## src/rtl/cpu_pkg.sv

```systemverilog
// Shared CPU definitions: NOP encoding, default reset PC, fetch FSM states and
// the opcodes used by the decoder and immediate generator.
package cpu_pkg;

  localparam logic [31:0] NOP_INSTR        = 32'h0000_0013;
  localparam logic [31:0] DEFAULT_RESET_PC = 32'h0000_0000;

  localparam logic [6:0] OPC_LW   = 7'b0000011;
  localparam logic [6:0] OPC_SW   = 7'b0100011;
  localparam logic [6:0] OPC_ADDI = 7'b0010011;
  localparam logic [6:0] OPC_BEQ  = 7'b1100011;

  typedef enum logic [1:0] {
    IDLE = 2'd0,
    REQ  = 2'd1,
    HOLD = 2'd2
  } fetch_state_e;

  // Sequential fetch address; wraps naturally modulo 2^32.
  function automatic logic [31:0] pc_next(input logic [31:0] pc);
    return pc + 32'd4;
  endfunction

endpackage

```

## src/rtl/fetch_skid_buffer.sv

```systemverilog
// Single-entry {pc, instr} holding register used while decode is stalled.
// Clear takes priority over load.
module fetch_skid_buffer
  import cpu_pkg::*;
(
  input  logic        clk_i,
  input  logic        rst_n_i,
  input  logic        load_i,
  input  logic        clear_i,
  input  logic [31:0] pc_i,
  input  logic [31:0] instr_i,
  output logic        valid_o,
  output logic [31:0] pc_o,
  output logic [31:0] instr_o
);

  logic        valid_q;
  logic [31:0] pc_q;
  logic [31:0] instr_q;

  always_ff @(posedge clk_i) begin
    if (!rst_n_i) begin
      valid_q <= 1'b0;
      pc_q    <= 32'h0;
      instr_q <= NOP_INSTR;
    end else if (clear_i) begin
      valid_q <= 1'b0;
    end else if (load_i) begin
      valid_q <= 1'b1;
      pc_q    <= pc_i;
      instr_q <= instr_i;
    end
  end

  assign valid_o = valid_q;
  assign pc_o    = pc_q;
  assign instr_o = instr_q;

endmodule

```

## src/rtl/instruction_fetch.sv

```systemverilog
// Instruction fetch stage: issues word fetches, presents IF/ID outputs, parks a
// returned word in a skid buffer under stall. FETCH_MISALIGN_CHECK_EN enables the misaligned-redirect trap.
//
//   state | meaning
//   IDLE  | one cycle after reset before the first request
//   REQ   | imem_req asserted at pc, waiting for imem_ready
//   HOLD  | word parked in skid buffer until stall drops
module instruction_fetch
  import cpu_pkg::*;
#(
  parameter logic [31:0] RESET_PC = DEFAULT_RESET_PC
) (
  input  logic        clk,
  input  logic        rst_n,
  output logic        imem_req,
  output logic [31:0] imem_addr,
  input  logic        imem_ready,
  input  logic [31:0] imem_rdata,
  input  logic        stall,
  input  logic        branch_taken,
  input  logic [31:0] branch_target,
  output logic        if_valid,
  output logic [31:0] if_pc,
  output logic [31:0] if_instruction,
  output logic        fetch_err
);

  fetch_state_e state_q, state_d;
  logic [31:0]  pc_q, pc_d;
  logic         if_valid_q, if_valid_d;
  logic [31:0]  if_pc_q, if_pc_d;
  logic [31:0]  if_instr_q, if_instr_d;
  logic         err_q, err_d;

  logic         skid_load, skid_clear, skid_valid;
  logic [31:0]  skid_pc, skid_instr;

  fetch_skid_buffer u_skid (
    .clk_i   (clk),
    .rst_n_i (rst_n),
    .load_i  (skid_load),
    .clear_i (skid_clear),
    .pc_i    (pc_q),
    .instr_i (imem_rdata),
    .valid_o (skid_valid),
    .pc_o    (skid_pc),
    .instr_o (skid_instr)
  );

  always_ff @(posedge clk) begin
    if (!rst_n) begin
      state_q    <= IDLE;
      pc_q       <= RESET_PC;
      if_valid_q <= 1'b0;
      if_pc_q    <= 32'h0;
      if_instr_q <= NOP_INSTR;
      err_q      <= 1'b0;
    end else begin
      state_q    <= state_d;
      pc_q       <= pc_d;
      if_valid_q <= if_valid_d;
      if_pc_q    <= if_pc_d;
      if_instr_q <= if_instr_d;
      err_q      <= err_d;
    end
  end

  always_comb begin
    state_d    = state_q;
    pc_d       = pc_q;
    if_valid_d = if_valid_q;
    if_pc_d    = if_pc_q;
    if_instr_d = if_instr_q;
    err_d      = err_q;
    skid_load  = 1'b0;
    skid_clear = 1'b0;

    if (branch_taken) begin
      // Redirect beats stall and any same-cycle response; flush always applies.
      state_d    = REQ;
      if_valid_d = 1'b0;
      if_instr_d = NOP_INSTR;
      skid_clear = 1'b1;
`ifdef FETCH_MISALIGN_CHECK_EN
      if (branch_target[1:0] != 2'b00) begin
        err_d = 1'b1;
      end else begin
        pc_d = branch_target;
      end
`else
      pc_d = branch_target & 32'hFFFF_FFFC;
`endif
    end else begin
      case (state_q)
        IDLE: state_d = REQ;
        REQ: begin
          if (imem_ready) begin
            if (!stall) begin
              if_valid_d = 1'b1;
              if_pc_d    = pc_q;
              if_instr_d = imem_rdata;
              pc_d       = pc_next(pc_q);
            end else begin
              skid_load = 1'b1;
              state_d   = HOLD;
            end
          end else if (!stall) begin
            if_valid_d = 1'b0;
            if_instr_d = NOP_INSTR;
          end
        end
        HOLD: begin
          if (!stall && skid_valid) begin
            if_valid_d = 1'b1;
            if_pc_d    = skid_pc;
            if_instr_d = skid_instr;
            pc_d       = pc_next(pc_q);
            skid_clear = 1'b1;
            state_d    = REQ;
          end
        end
        default: state_d = IDLE;
      endcase
    end
  end

  assign imem_req       = (state_q == REQ);
  assign imem_addr      = pc_q;
  assign if_valid       = if_valid_q;
  assign if_pc          = if_pc_q;
  assign if_instruction = if_instr_q;
  assign fetch_err      = err_q;

endmodule

```

## config.mk

```make
export PLATFORM = sky130hd
export DESIGN_NAME = instruction_fetch
export DESIGN_NICKNAME = d
export VERILOG_FILES = /design/src/rtl/cpu_pkg.sv /design/src/rtl/fetch_skid_buffer.sv /design/src/rtl/instruction_fetch.sv
export SDC_FILE = /design/constraint.sdc
export NUM_CORES = 1
export LEC_CHECK = 0
export ABC_AREA = 1
export ABC_CLOCK_PERIOD_IN_PS = 2350
export BUFFER_PORTS_ARGS = -buffer_cell sky130_fd_sc_hd__buf_4
export CORE_UTILIZATION = 47
export CTS_CLUSTER_DIAMETER = 30
export DETAILED_ROUTE_END_ITERATION = 8
export PLACE_DENSITY = 0.78
export REMOVE_ABC_BUFFERS = 1
export SYNTH_ARGS = -nofsm -noshare
export SYNTH_HDL_FRONTEND = slang
export SYNTH_SLANG_ARGS = --single-unit
export TNS_END_PERCENT = 30
```

## constraint.sdc

```tcl
create_clock -name clk -period 2.35 [get_ports clk]
set_input_delay 0.235 -clock clk [delete_from_list [all_inputs] [get_ports clk]]
set_output_delay 0.235 -clock clk [all_outputs]
set_load 0.1 [all_outputs]
```

---- After elaboration in Yosys (flattened, before gate mapping) ----
Index checks and enable logic that the tools add are counted.
storage, ports and cells
  flip-flop bits (word level) ............. 164
  input port bits ......................... 69
  output and inout port bits .............. 99
  word-level logic and storage cells ...... 69
cells by class
  add/subtract/negate cells ............... 1
  equality and inequality tests ........... 10
  multiplexer cells ....................... 31
  bitwise gates (word level) .............. 3
  reduce and logical (&&, ||, !) cells .... 14
operators with widths
  operator               number
  $mux 32                11
  $pmux 32 s2            3
  $add 32x3->32 const B  1
  $mux 1                 12
  $reduce_and 3->1       3
  $reduce_and 4->1       2
  $mux 2                 3
  $ne 3x1->1 const B     2
  $pmux 2 s3             1
  $reduce_and 5->1       1
  $ne 2x1->1 const B     2
  $ne 2x2->1 const B     2
  $reduce_or 2->1        2
  $ne 3x2->1 const B     1
  $ne 3x3->1 const B     1
  $not 1->1              3
  $reduce_bool 3->1      1
  $eq 2x1->1 const B     1
  $eq 2x2->1 const B     1
  $logic_not 2->1        1
  $pmux 1 s2             1
  $reduce_and 2->1       1
  $reduce_bool 2->1      1
  $logic_and 1x1->1      1
  $logic_not 1->1        1

---- Depth between registers and ports, before layout ----
Gate-level depths: netlist (run 1).
  word-level depth ........................ 7
  depth in mapped cells ................... 12
  mapped depth without buffers ............ 11

---- Hierarchy ----
Synthesis (run 1) repeated with hierarchy kept, for this count alone.
second synthesis, totals
  cells, all modules ...................... 1188
  area total of the unflattened synthesis .. 7907.6 um2
by module, submodules not included
  module             times used  cells an instance  area an instance (um2)
  instruction_fetch  1           776                5176.2
  fetch_skid_buffer  1           412                2731.4

---- Worst setup path before layout (run 1) ----
OpenSTA, ideal clock, no wires.
  path type ............................... reg2reg
  start ................................... reg pc_q[2], in the netlist imem_addr[2]
  end ..................................... reg pc_q[22], in the netlist imem_addr[22]
  library setup time ...................... 132 ps
  data arrival time ....................... 2214 ps
  slack ................................... 3 ps
  cell stages (with the launch flop) ...... 9
  path buffers ............................ 0
  period minus slack after synthesis ...... 2347 ps
  path through ............................ dfxtp_1 -> ha_1 -> nand3_1 -> inv_1 -> nand2_1 -> nor2_1 -> nand3_1 -> nand3_1 -> a21oi_1
between the ends
  word-level cells in the longest chain between the ends .. 5
  elaborated cells between the ends (all ways) .. 6
  classes of those cells .................. add/sub: 1; mux: 5
ends and longest elaborated chain
  what                    RTL line                 text
  start, declared         instruction_fetch.sv:29  logic [31:0] pc_q, pc_d;
  start signal, assigned  instruction_fetch.sv:60  pc_q <= pc_d;
  $add 32x3->32 (*)       cpu_pkg.sv:21            return pc + 32'd4;
  $mux 32                 instruction_fetch.sv:98  if (!stall) begin
  $mux 32                 instruction_fetch.sv:97  if (imem_ready) begin
  $pmux 32 s2 (*)         instruction_fetch.sv:94  case (state_q)
  $mux 32 (*)             instruction_fetch.sv:78  if (branch_taken) begin
Every way passes the cells marked *; elsewhere a longest branch is shown, timed or not. The select of a mux whose other input is x is not followed.
A chain may end at the register's enable or synchronous reset.

---- Final worst setup path (run 1) ----
  start ................................... reg state_q[0]
  end ..................................... reg if_instr_q[0], in the netlist if_instruction[0]
between the ends
  word-level cells in the longest chain between the ends .. 3
  elaborated cells between the ends (all ways) .. 7
  classes of those cells .................. eq/ne: 4; mux: 1; reduce/logical: 2
ends and longest elaborated chain
  what                                                              RTL line                 text
  start, declared                                                   instruction_fetch.sv:28  fetch_state_e state_q, state_d;
  start signal, assigned                                            instruction_fetch.sv:59  state_q <= state_d;
  $eq 2x1->1 / $eq 2x2->1 (equally long branches)                   instruction_fetch.sv:94
  $ne 2x2->1 (no line) / $reduce_bool 2->1 (equally long branches)  -
  $reduce_and 3->1 (no line)                                        -
  end signal, assigned                                              instruction_fetch.sv:63  if_instr_q <= if_instr_d;
  end, declared                                                     instruction_fetch.sv:32  logic [31:0] if_instr_q, if_instr_d;
Several ways; a longest one is shown, not always the timed one.

==> reports/summary.json, run 1 <==
{
  "logic_synthesis": {
    "seq_area_frac_synth_pct": 43.5,
    "synthCells": 1068,
    "postSynth.asyncResetShare_pct": 0,
    "synth_edf_count": 0,
    "synth.distinct_cells": 32,
    "synth_flop_cell": "sky130_fd_sc_hd__dfxtp_1",
    "ys_ff_latch": 158,
    "netlist_area_um2": 7270,
    "syn-mean-instance-area_um2": 6.81,
    "synth-warning-count": 0
  },
  "route": {
    "top_layer_used": "met4",
    "antenna_violating_nets_post_route": 0,
    "num_vias": 7270,
    "wirelength_mm": 19.3,
    "first_pass_iters": 7,
    "detail_route.wl_per_cell_um": 13.8,
    "wl_met1_mm": 8.78,
    "drc": 0,
    "detailroute.wirelength.met2_mm": 8.91,
    "detailroute.wirelength.met3_mm": 1.40,
    "avgViaCountPerCell": 5.21,
    "drtIter0Drc": 540
  },
  "grt": {
    "grt_pass1_vias": 6650,
    "antenna_found_initial": 0,
    "grt_first_pass_wirelength_mm": 32.6,
    "grt_use_total_pct": 25.1,
    "grt_max_degree": 60,
    "globalRouteOverflowTotal": 0
  },
  "place": {
    "detailedPlacementHpwl_mm": 12.7,
    "finalWeightedCongestion": 0.924,
    "place.detailed.instances": 1365,
    "port_buffers": 160
  },
  "setup_path": {
    "required_time_at_the_worst_slack_endpoint_ns": 2.70,
    "cp_data_arrival_time_ns": 2.26,
    "reg2reg_slack_ns": 0.44,
    "critPathLaunch": "state_q[0]",
    "max_stage_delay_ns": 0.44,
    "critical_path.endpoint": "if_instruction[0]",
    "crit_slowest_cell": "sky130_fd_sc_hd__buf_4",
    "worstPathBufferInverterCount": 3,
    "crit_path_cell_trace": "inv_2 > nor2_4 > nand2_1 > nand2_2 > buf_4 > inv_1 > nor2_1 > o21ai_0 > nand3_1",
    "timing.critical_path.to_type": "flop",
    "reg2regPathDepth": 9,
    "critical_path_peak_fanout": 59,
    "rr_startpoint": "state_q[0]",
    "cp_top_family": "buffers and inverters",
    "timing.setup.critical_path_class": "flop to flop",
    "critical_path_cell_count": 9,
    "r2r_endpoint": "if_instruction[0]",
    "start_kind": "flop"
  },
  "die": {
    "design.portCount": 168,
    "dieHeight_um": 126,
    "std_cell_rows": 45,
    "initial_core_utilization_pct": 48.0,
    "core_area_um2": 15100,
    "floorplan.die.width_um": 126,
    "die_area_um2": 16000
  },
  "run": {
    "cap_viol_max_count": 0
  },
  "clock_network": {
    "longest_clk_path_bufs": 2,
    "tritoncts": "done",
    "cts-resized-gates": 0,
    "cts.repair_timing.setup_buffer_count": 0,
    "root_buffer": "sky130_fd_sc_hd__clkbuf_16",
    "cts.reportedPaths.clkPinSlew_ns": 0.06,
    "cts_hold_repair.buffers": 0,
    "h_tree_levels": 4,
    "tritoncts.num_buffers": 17,
    "cts.sinks": 158,
    "clk_latency_ns": 0.41
  },
  "outcome": {
    "run_status": "complete, no violations"
  },
  "timing": {
    "fmax_ghz": 0.523,
    "timing.final.crit_share_pct": 81.4,
    "worst_pin_slew_ns": 0.658,
    "final.setup_skew_ns": 0.00618,
    "finalSetupViolations": 0,
    "final.min_clock_period_ns": 1.91,
    "timing_max_transition_violations_final": 0,
    "slew-limit-headroom_pct": 56.1,
    "unrepaired_setup_endpoints_after_global_routing": "false",
    "finalHoldViolCount": 0
  },
  "final_layout": {
    "mostFrequentLayoutCells": "sky130_fd_sc_hd__o21ai_0 (200), sky130_fd_sc_hd__nand2_1 (186), sky130_fd_sc_hd__buf_4 (175)",
    "post_route_cells_drive_above_1_share_pct": 18.4,
    "layout.cells.most_common": "sky130_fd_sc_hd__o21ai_0",
    "finish.cell_count_without_fillers": 1395,
    "area_growth_syn_to_layout_pct": 26.0,
    "nNetsFinal": 1266,
    "diodes": 0,
    "final_core_util_pct": 60.5
  },
  "pwr": {
    "ir_drop_v": 0.000908,
    "pwr_density_cell_nw_per_um2": 758,
    "power_leakage_uw": 0.00406
  },
  "worst_hold_path": {
    "min-delay-path-class": "input pin to flop"
  }
}
[final cells by class]
type                            instances  area [um2]
Sequential cell                       158        3160
Tap cell                              188         235
Clock buffer                           20         447
Fill cell                            1428        5980
Multi-Input combinational cell        733        3390
Inverter                              109         409
Timing Repair Buffer                  177        1350
Clock inverter                         10         164
[power breakdown]
group | switching, uW | internal (uW) | total [uW]
Clock | 1070 | 1800 | 2870
Sequential | 97.1 | 2790 | 2880
Combinational | 888 | 300 | 1190
[synth_stat cells, types with 4 or more instances]
master | count | area share, %
sky130_fd_sc_hd__inv_1 | 105 | 5.4
sky130_fd_sc_hd__a21oi_1 | 86 | 5.9
sky130_fd_sc_hd__inv_2 | 4 | 0.21
sky130_fd_sc_hd__buf_2 | 9 | 0.62
sky130_fd_sc_hd__buf_4 | 7 | 0.72
sky130_fd_sc_hd__nand2_1 | 187 | 9.7
sky130_fd_sc_hd__nand3_1 | 69 | 4.7
sky130_fd_sc_hd__nor2_1 | 140 | 7.2
sky130_fd_sc_hd__dfxtp_1 | 158 | 43
sky130_fd_sc_hd__clkbuf_1 | 50 | 2.6
sky130_fd_sc_hd__o21ai_0 | 200 | 14
sky130_fd_sc_hd__nor3_1 | 4 | 0.28
sky130_fd_sc_hd__a31oi_1 | 15 | 1.3
[worst reg2reg max path, cell delays in order (launching register included)]
cell                      delay [ns]
sky130_fd_sc_hd__dfxtp_1        0.41
sky130_fd_sc_hd__inv_2          0.09
sky130_fd_sc_hd__nor2_4         0.13
sky130_fd_sc_hd__nand2_1        0.10
sky130_fd_sc_hd__nand2_2        0.11
sky130_fd_sc_hd__buf_4          0.44
sky130_fd_sc_hd__inv_1          0.26
sky130_fd_sc_hd__nor2_1         0.13
sky130_fd_sc_hd__o21ai_0        0.09
sky130_fd_sc_hd__nand3_1        0.10
[per-stage QoR]
step	hold slack (ns)	TNS, ns	power (uW)	area [um2]	worst slack, ns
floorplan	0.319	-102.54	3760	6950	-1.48
global placement	0.434	0	4110	8550	0.511
detailed placement	0.439	0	4120	8550	0.463
CTS	0.0189	0	6990	9160	0.451
global route	0.0262	0	7230	9160	0.165
finish	0.0345	0	6940	9160	0.438
[state kept, by name (all words and copies together) (netlist names)]
name,cells
if_instruction,32
if_valid,1
u_skid.valid_o,1
if_pc,30
imem_addr,30
state_q,2
u_skid.instr_o,32
u_skid.pc_o,30
[routing by layer]
layer | global-route usage (%) | vias to the layer above
met4 | 6.02 | 0
met5 | 0 | -
li1 | - | 3722
met2 | 41.2 | 247
met1 | 33.3 | 3285
met3 | 5.95 | 16
[worst min-delay path by stage]
stage / from / end / slack (ns) / depth (start not counted)
2_1_floorplan: rst_n / u_skid.instr_o[0] / 0.32 / 1
3_3_place_gp: u_skid.pc_o[13] / u_skid.pc_o[13] / 0.43 / 2
3_5_place_dp: u_skid.pc_o[15] / u_skid.pc_o[15] / 0.44 / 2
4_1_cts: imem_rdata[4] / u_skid.instr_o[4] / 0.02 / 3
5_1_grt: imem_rdata[4] / u_skid.instr_o[4] / 0.03 / 3
6_report: imem_rdata[4] / u_skid.instr_o[4] / 0.03 / 3
[logic make-up (layout without fill, tap and decap cells)]
logic type | Yosys count | in the layout | synth area share, %
buffers and inverters | 181 | 316 | 10.2
flip-flops | 158 | 158 | 43.5
AND/OR/NAND/NOR | 413 | 413 | 23.5
AO/OA/AOI/OAI | 310 | 310 | 22.1
other | 1 | 5 | 0.0516
XOR/XNOR | 4 | 4 | 0.482
adder cells (fa/ha/maj) | 1 | 1 | 0.172
No activity file was read; power rests on OpenSTA's default activity.
==> run 2, diff against run 1 <==
--- a/config.mk
+++ b/config.mk
@@ -6,7 +6,7 @@
 export NUM_CORES = 1
 export LEC_CHECK = 0
 export ABC_AREA = 1
-export ABC_CLOCK_PERIOD_IN_PS = 2350
+export ABC_CLOCK_PERIOD_IN_PS = 1900
 export BUFFER_PORTS_ARGS = -buffer_cell sky130_fd_sc_hd__buf_4
 export CORE_UTILIZATION = 47
 export CTS_CLUSTER_DIAMETER = 30
==> constraint.sdc (replaced) <==
create_clock -name clk -period 1.9 [get_ports clk]
set_input_delay 0.19 -clock clk [delete_from_list [all_inputs] [get_ports clk]]
set_output_delay 0.19 -clock clk [all_outputs]
set_load 0.1 [all_outputs]
==> run 2 against run 1 <==
Compared with the run above: clock-buffer cell count fell by 3; maximum frequency rose by 8.3%; wire length increased by 1.3%; non-clock buffer count grew 22; worst hold slack got worse by 0.022 ns; combinational power grew 28%; global-route usage is 0.12 points higher; worst setup slack worse by 0.30 ns; largest cell class unchanged; highest routed layer unchanged.
==> reports/summary.json, run 2 (synthesis gave the netlist of run 1 again) <==
{
  "pwr": {
    "power_leakage": {"value": 0.00415, "unit": "uW", "change": "+2.2%"},
    "pwr_density_cell": {"value": 897, "unit": "nW/um2", "change": "+18%"},
    "ir_drop": {"value": 0.000685, "unit": "V", "change": "-25%"}
  },
  "timing": {
    "unrepaired_setup_endpoints_after_global_routing": "false",
    "slew-limit-headroom": {"value": 55.5, "unit": "%", "change": "-0.56 points"},
    "finalSetupViolations": {"value": 0, "change": "unchanged"},
    "fmax": {"value": 0.566, "unit": "GHz", "change": "+8.3%"},
    "finalHoldViolCount": {"value": 0, "change": "unchanged"},
    "final.min_clock_period": {"value": 1.77, "unit": "ns", "change": "-0.146 ns"},
    "timing.final.crit_share": {"value": 92.9, "unit": "%", "change": "+12 points"},
    "final.setup_skew": {"value": 0.00623, "unit": "ns", "change": "+0.0000540 ns"},
    "final.hold.worst_slack": {"value": 0.0128, "unit": "ns", "change": "-0.0217 ns"},
    "timing_max_transition_violations_final": {"value": 0, "change": "unchanged"},
    "worst_pin_slew": {"value": 0.667, "unit": "ns", "change": "+0.00834 ns"}
  },
  "final_layout": {
    "layout.cells.most_common": "sky130_fd_sc_hd__o21ai_0",
    "area_growth_syn_to_layout_pct": 28.2,
    "diodes": {"value": 0, "change": "unchanged"},
    "mostFrequentLayoutCells": "sky130_fd_sc_hd__o21ai_0 (200), sky130_fd_sc_hd__buf_4 (192), sky130_fd_sc_hd__nand2_1 (186)",
    "post_route_cells_drive_above_1_share": {"value": 20.5, "unit": "%", "change": "+2.1 points"},
    "final_non_filler_cell_area": {"value": 9320, "unit": "um2", "change": "+1.7%"},
    "nNetsFinal": {"value": 1288, "change": "+1.7%"}
  },
  "grt": {
    "grt_max_degree": {"value": 56, "change": "-6.7%"},
    "grt_pass1_vias": {"value": 6571, "change": "-1.2%"},
    "grt_first_pass_wirelength": {"value": 32.3, "unit": "mm", "change": "-0.70%"},
    "globalRouteOverflowTotal": {"value": 0, "change": "unchanged"},
    "antenna_found_initial": {"value": 0, "change": "unchanged"},
    "grt_use_total": {"value": 25.2, "unit": "%", "change": "+0.12 points"}
  },
  "die": {
    "dieHeight": {"value": 126, "unit": "um", "change": "unchanged"},
    "core_area": {"value": 15100, "unit": "um2", "change": "unchanged"},
    "die_area": {"value": 16000, "unit": "um2", "change": "unchanged"},
    "initial_core_utilization": {"value": 48.0, "unit": "%", "change": "unchanged"},
    "std_cell_rows": {"value": 45, "change": "unchanged"},
    "floorplan.die.width": {"value": 126, "unit": "um", "change": "unchanged"},
    "design.portCount": {"value": 168, "change": "unchanged"}
  },
  "clock_network": {
    "cts.reportedPaths.clkPinSlew": {"value": 0.06, "unit": "ns", "change": "about the same"},
    "root_buffer": "sky130_fd_sc_hd__clkbuf_16",
    "longest_clk_path_bufs": {"value": 2, "change": "unchanged"},
    "cts.sinks": {"value": 158, "change": "unchanged"},
    "tritoncts.num_buffers": {"value": 17, "change": "unchanged"},
    "clk_latency": {"value": 0.43, "unit": "ns", "change": "+0.02 ns"},
    "h_tree_levels": {"value": 4, "change": "unchanged"},
    "tritoncts": "done"
  },
  "setup_path": {
    "required_time_at_the_worst_slack_endpoint": {"value": 2.22, "unit": "ns", "change": "-0.48 ns"},
    "timing.critical_path.to_type": "flop",
    "timing.setup.critical_path_class": "flop to flop",
    "critical_path_peak_fanout": {"value": 31, "change": "-47%"},
    "cp_data_arrival_time": {"value": 2.08, "unit": "ns", "change": "-0.18 ns"},
    "start_kind": "flop"
  },
  "place": {
    "port_buffers": {"value": 160, "change": "unchanged"},
    "detailedPlacementHpwl": {"value": 13.2, "unit": "mm", "change": "+3.3%"},
    "finalWeightedCongestion": {"value": 0.917, "change": "-0.77%"},
    "placedInstanceArea": {"value": 8690, "unit": "um2", "change": "+1.6%"}
  },
  "route": {
    "num_vias": {"value": 7306, "change": "+0.50%"},
    "wirelength": {"value": 19.5, "unit": "mm", "change": "+1.3%"},
    "drc": {"value": 0, "change": "unchanged"},
    "antenna_violating_nets_post_route": {"value": 0, "change": "unchanged"},
    "avgViaCountPerCell": {"value": 5.15, "change": "-1.2%"},
    "first_pass_iters": {"value": 5, "change": "-2"},
    "detail_route.wl_per_cell": {"value": 13.8, "unit": "um", "change": "-0.43%"},
    "drtIter0Drc": {"value": 501, "change": "-7.2%"}
  },
  "worst_hold_path": {
    "min-delay-path-class": "input pin to flop"
  },
  "outcome": {
    "run_status": "complete, no violations"
  },
  "run": {
    "cap_viol_max_count": {"value": 0, "change": "unchanged"}
  }
}
[run 2: final timing paths]
path	startpoint	endpoint	slack (ns)	cells after the start
worst min-delay path	imem_rdata[26]	u_skid.instr_o[26]	0.01	3
worst max register to register	state_q[0]	imem_addr[11]	0.13	10
worst max-delay path	state_q[0]	imem_addr[11]	0.13	10
worst min register to register	u_skid.pc_o[7]	u_skid.pc_o[7]	0.45	2
[run 2: report_power, final]
part           leakage, uW  internal (uW)  total [uW]  switching, uW
Clock             0.000263           1820        3290           1470
Combinational      0.00260            403        1520           1120
Sequential         0.00129           3450        3550            100
[run 2: worst max-delay path: stages, from the launching register on]
cell and delay (ns):
sky130_fd_sc_hd__dfxtp_2 0.34, sky130_fd_sc_hd__inv_2 0.09, sky130_fd_sc_hd__nor2_4 0.05, sky130_fd_sc_hd__nand2_1 0.12, sky130_fd_sc_hd__nand2_4 0.11, sky130_fd_sc_hd__nand2_4 0.17, sky130_fd_sc_hd__nor2_8 0.05, sky130_fd_sc_hd__inv_2 0.48
sky130_fd_sc_hd__a21oi_1 0.08, sky130_fd_sc_hd__nor2_1 0.11, sky130_fd_sc_hd__nor2_1 0.04
[run 2: final cells by class]
| type | instances | area [um2] |
|---|---|---|
| timing repair buffer | 199 | 1530 |
| clock inverter | 15 | 139 |
| fill | 1421 | 5820 |
| multi-input combinational | 733 | 3410 |
| clock buffer | 17 | 425 |
| sequential | 158 | 3170 |
| tap | 188 | 235 |
| inverter | 109 | 409 |
[run 2: per-stage QoR]
stage          cells  TNS (ns)  total power [uW]  util [%]  setup WS, ns
6_report        1419         0              8360      61.6         0.134
5_1_grt         1419         0              8690      61.6       0.00166
4_1_cts         1419         0              8410      61.4       0.00987
3_5_place_dp    1383         0              5130      57.4        0.0323
3_3_place_gp    1383         0              5110      57.4        0.0730
2_1_floorplan   1000   -172.55              4650         -         -1.93
[run 2: metal layers]
| metal | part of all wire, % | GRT usage [%] | up-vias |
|---|---|---|---|
| met5 | 0 | 0 | - |
| met4 | 0.93 | 8.43 | 0 |
| met3 | 7.2 | 5.06 | 22 |
| met2 | 46 | 40.4 | 253 |
| met1 | 46 | 34.0 | 3271 |
| li1 | - | - | 3760 |
[run 2: timing repair]
item | in CTS | in global routing
buffers inserted | 0 | 0
setup endpoints to repair | 0 | 55
gates resized for setup | 0 | 11
hold buffers | 4 | 0
endpoints found under the hold margin | 4 | 0
==> run 3, diff against run 2 <==
--- a/config.mk
+++ b/config.mk
@@ -6,7 +6,7 @@
 export NUM_CORES = 1
 export LEC_CHECK = 0
 export ABC_AREA = 1
-export ABC_CLOCK_PERIOD_IN_PS = 1900
+export ABC_CLOCK_PERIOD_IN_PS = 1910
 export BUFFER_PORTS_ARGS = -buffer_cell sky130_fd_sc_hd__buf_4
 export CORE_UTILIZATION = 47
 export CTS_CLUSTER_DIAMETER = 30
==> constraint.sdc (replaced) <==
create_clock -name clk -period 1.91 [get_ports clk]
set_input_delay 0.191 -clock clk [delete_from_list [all_inputs] [get_ports clk]]
set_output_delay 0.191 -clock clk [all_outputs]
set_load 0.1 [all_outputs]
==> run 3 against run 2 <==
Compared with the run above: clock-buffer cell count up 1; maximum frequency up 1.3%; worst setup slack gained 0.032 ns; sequential share of layout area about the same; critical path depth is the same; first-iteration DRC count is 32% higher; flip-flop and latch count unchanged; critical path type unchanged.
==> reports/summary.json, run 3 (synthesis gave the netlist of run 1 again) <==
{
  "die": {
    "design.portCount": {"value": 168, "change": "unchanged"},
    "dieHeight": {"value": 126, "unit": "um", "change": "unchanged"},
    "core_area": {"value": 15100, "unit": "um2", "change": "unchanged"},
    "die_area": {"value": 16000, "unit": "um2", "change": "unchanged"},
    "initial_core_utilization": {"value": 48.0, "unit": "%", "change": "unchanged"},
    "std_cell_rows": {"value": 45, "change": "unchanged"},
    "floorplan.die.width": {"value": 126, "unit": "um", "change": "unchanged"}
  },
  "grt": {
    "use_met2": {"value": 39.2, "unit": "%", "change": "-1.3 points"},
    "grt_busiest_layer": "met2",
    "grt_use_total": {"value": 24.8, "unit": "%", "change": "-0.48 points"},
    "grt_pass1_vias": {"value": 6560, "change": "-0.17%"},
    "global_route.usage.met1": {"value": 32.6, "unit": "%", "change": "-1.5 points"},
    "globalRouteMet3Util": {"value": 5.99, "unit": "%", "change": "+0.93 points"},
    "antenna_found_initial": {"value": 0, "change": "unchanged"},
    "grt_first_pass_wirelength": {"value": 31.7, "unit": "mm", "change": "-2.1%"},
    "grt_max_degree": {"value": 103, "change": "+84%"},
    "globalRouteOverflowTotal": {"value": 0, "change": "unchanged"}
  },
  "worst_hold_path": {
    "min-delay-path-class": "input pin to flop"
  },
  "route": {
    "detail_route.wl_per_cell": {"value": 13.7, "unit": "um", "change": "-0.29%"},
    "drc": {"value": 0, "change": "unchanged"},
    "num_vias": {"value": 7383, "change": "+1.1%"},
    "first_pass_iters": {"value": 5, "change": "unchanged"},
    "avgViaCountPerCell": {"value": 5.22, "change": "+1.4%"},
    "wirelength": {"value": 19.4, "unit": "mm", "change": "-0.64%"},
    "antenna_violating_nets_post_route": {"value": 0, "change": "unchanged"},
    "drtIter0Drc": {"value": 661, "change": "+32%"}
  },
  "pwr": {
    "ir_drop": {"value": 0.000631, "unit": "V", "change": "-8.0%"},
    "power_leakage": {"value": 0.00415, "unit": "uW", "change": "+0.11%"},
    "pwr_density_cell": {"value": 893, "unit": "nW/um2", "change": "-0.41%"}
  },
  "final_layout": {
    "nNetsFinal": {"value": 1286, "change": "-0.16%"},
    "layout.cells.most_common": "sky130_fd_sc_hd__o21ai_0",
    "nFillCells": {"value": 1385, "change": "-2.5%"},
    "post_route_cells_drive_above_1_share": {"value": 19.8, "unit": "%", "change": "-0.65 points"},
    "mostFrequentLayoutCells": "sky130_fd_sc_hd__o21ai_0 (200), sky130_fd_sc_hd__buf_4 (189), sky130_fd_sc_hd__nand2_1 (186)",
    "diodes": {"value": 0, "change": "unchanged"},
    "area_growth_syn_to_layout_pct": 28.1
  },
  "timing": {
    "unrepaired_setup_endpoints_after_global_routing": "true",
    "setup_tns_final": {"value": 0, "unit": "ns", "change": "unchanged"},
    "timing_max_transition_violations_final": {"value": 0, "change": "unchanged"},
    "finalHoldViolCount": {"value": 0, "change": "unchanged"},
    "timing.final.crit_share": {"value": 91.3, "unit": "%", "change": "-1.6 points"},
    "final.setup_skew": {"value": 0.00644, "unit": "ns", "change": "+0.000208 ns"},
    "slew-limit-headroom": {"value": 53.3, "unit": "%", "change": "-2.2 points"},
    "final.min_clock_period": {"value": 1.74, "unit": "ns", "change": "-0.0221 ns"},
    "finalSetupViolations": {"value": 0, "change": "unchanged"},
    "final.hold.worst_slack": {"value": 0.0176, "unit": "ns", "change": "+0.00477 ns"},
    "fmax": {"value": 0.574, "unit": "GHz", "change": "+1.3%"},
    "worst_pin_slew": {"value": 0.700, "unit": "ns", "change": "+0.0336 ns"}
  },
  "clock_network": {
    "longest_clk_path_bufs": {"value": 2, "change": "unchanged"},
    "clk_latency": {"value": 0.43, "unit": "ns", "change": "about the same"},
    "cts.repair_timing.setup_buffer_count": {"value": 0, "change": "unchanged"},
    "tritoncts": "done",
    "root_buffer": "sky130_fd_sc_hd__clkbuf_16",
    "h_tree_levels": {"value": 4, "change": "unchanged"},
    "cts.reportedPaths.clkPinSlew": {"value": 0.06, "unit": "ns", "change": "about the same"},
    "cts.sinks": {"value": 158, "change": "unchanged"},
    "tritoncts.num_buffers": {"value": 17, "change": "unchanged"}
  },
  "run": {
    "cap_viol_max_count": {"value": 0, "change": "unchanged"}
  },
  "setup_path": {
    "required_time_at_the_worst_slack_endpoint": {"value": 2.27, "unit": "ns", "change": "+0.05 ns"},
    "timing.setup.critical_path_class": "flop to flop",
    "start_kind": "flop",
    "cp_data_arrival_time": {"value": 2.11, "unit": "ns", "change": "+0.03 ns"},
    "timing.critical_path.to_type": "flop",
    "critical_path_peak_fanout": {"value": 31, "change": "unchanged"}
  },
  "place": {
    "detailedPlacementHpwl": {"value": 13.0, "unit": "mm", "change": "-1.5%"},
    "finalWeightedCongestion": {"value": 0.898, "change": "-2.1%"},
    "port_buffers": {"value": 160, "change": "unchanged"}
  },
  "outcome": {
    "run_status": "complete, no violations"
  }
}
==> run 3: final timing paths <==
| kind | from | to | slack (ns) | cells after the start |
|---|---|---|---|---|
| max | state_q[0] | imem_addr[11] | 0.17 | 10 |
| min | imem_rdata[23] | u_skid.instr_o[23] | 0.02 | 3 |
| max reg2reg | state_q[0] | imem_addr[11] | 0.17 | 10 |
| min reg2reg | u_skid.pc_o[7] | u_skid.pc_o[7] | 0.45 | 2 |
==> run 3: repair_timing <==
| item | CTS | global route |
|---|---|---|
| endpoints found under the hold margin | 3 | 0 |
| setup endpoints to repair | 1 | 45 |
| resized for setup | 1 | 8 |
| hold buffers | 3 | 0 |
==> run 3: final cells by class <==
class / count / area [um2] / share of cell area (%)
clock buffers: 18 / 439 / 4.72
clock inverters: 11 / 120 / 1.29
inverters: 109 / 412 / 4.42
multi-input cells: 733 / 3410 / 36.6
flip-flops and latches: 158 / 3160 / 34.0
well taps: 188 / 235 / 2.53
repair buffers: 197 / 1540 / 16.5
==> run 3: per-stage QoR <==
stage          power (uW)  setup slack, ns  cells  util (%)  area [um2]
3_5_place_dp         5100           0.0721   1382      57.4        8690
4_1_cts              8370           0.0389   1414      61.3        9290
2_1_floorplan        4630            -1.92   1000         -        6950
5_1_grt              8640          -0.0248   1414      61.5        9310
6_report             8320            0.166   1414      61.5        9310
3_3_place_gp         5080           0.0906   1382      57.4        8690
==> run 3: worst max-delay path, stage by stage (launching register included) <==
cell and delay [ns]:
sky130_fd_sc_hd__dfxtp_1 0.40, sky130_fd_sc_hd__inv_2 0.09, sky130_fd_sc_hd__nor2_4 0.13, sky130_fd_sc_hd__nand2_1 0.12, sky130_fd_sc_hd__nand2_4 0.14, sky130_fd_sc_hd__nand2_4 0.13, sky130_fd_sc_hd__nor2_8 0.14, sky130_fd_sc_hd__inv_4 0.16
sky130_fd_sc_hd__a21oi_1 0.18, sky130_fd_sc_hd__nor2_1 0.07, sky130_fd_sc_hd__nor2_1 0.10
==> run 3: report_power, final <==
group | total (uW) | internal [uW] | switching (uW)
sequential | 3530 | 3430 | 104
clock | 3270 | 1930 | 1340
combinational | 1510 | 399 | 1110
==> run 3: metal layers <==
layer,vias up,part of all wire [%]
met3,27,7.6
li1,3749,-
met5,-,0
met1,3347,45
met4,0,1.6
met2,260,45
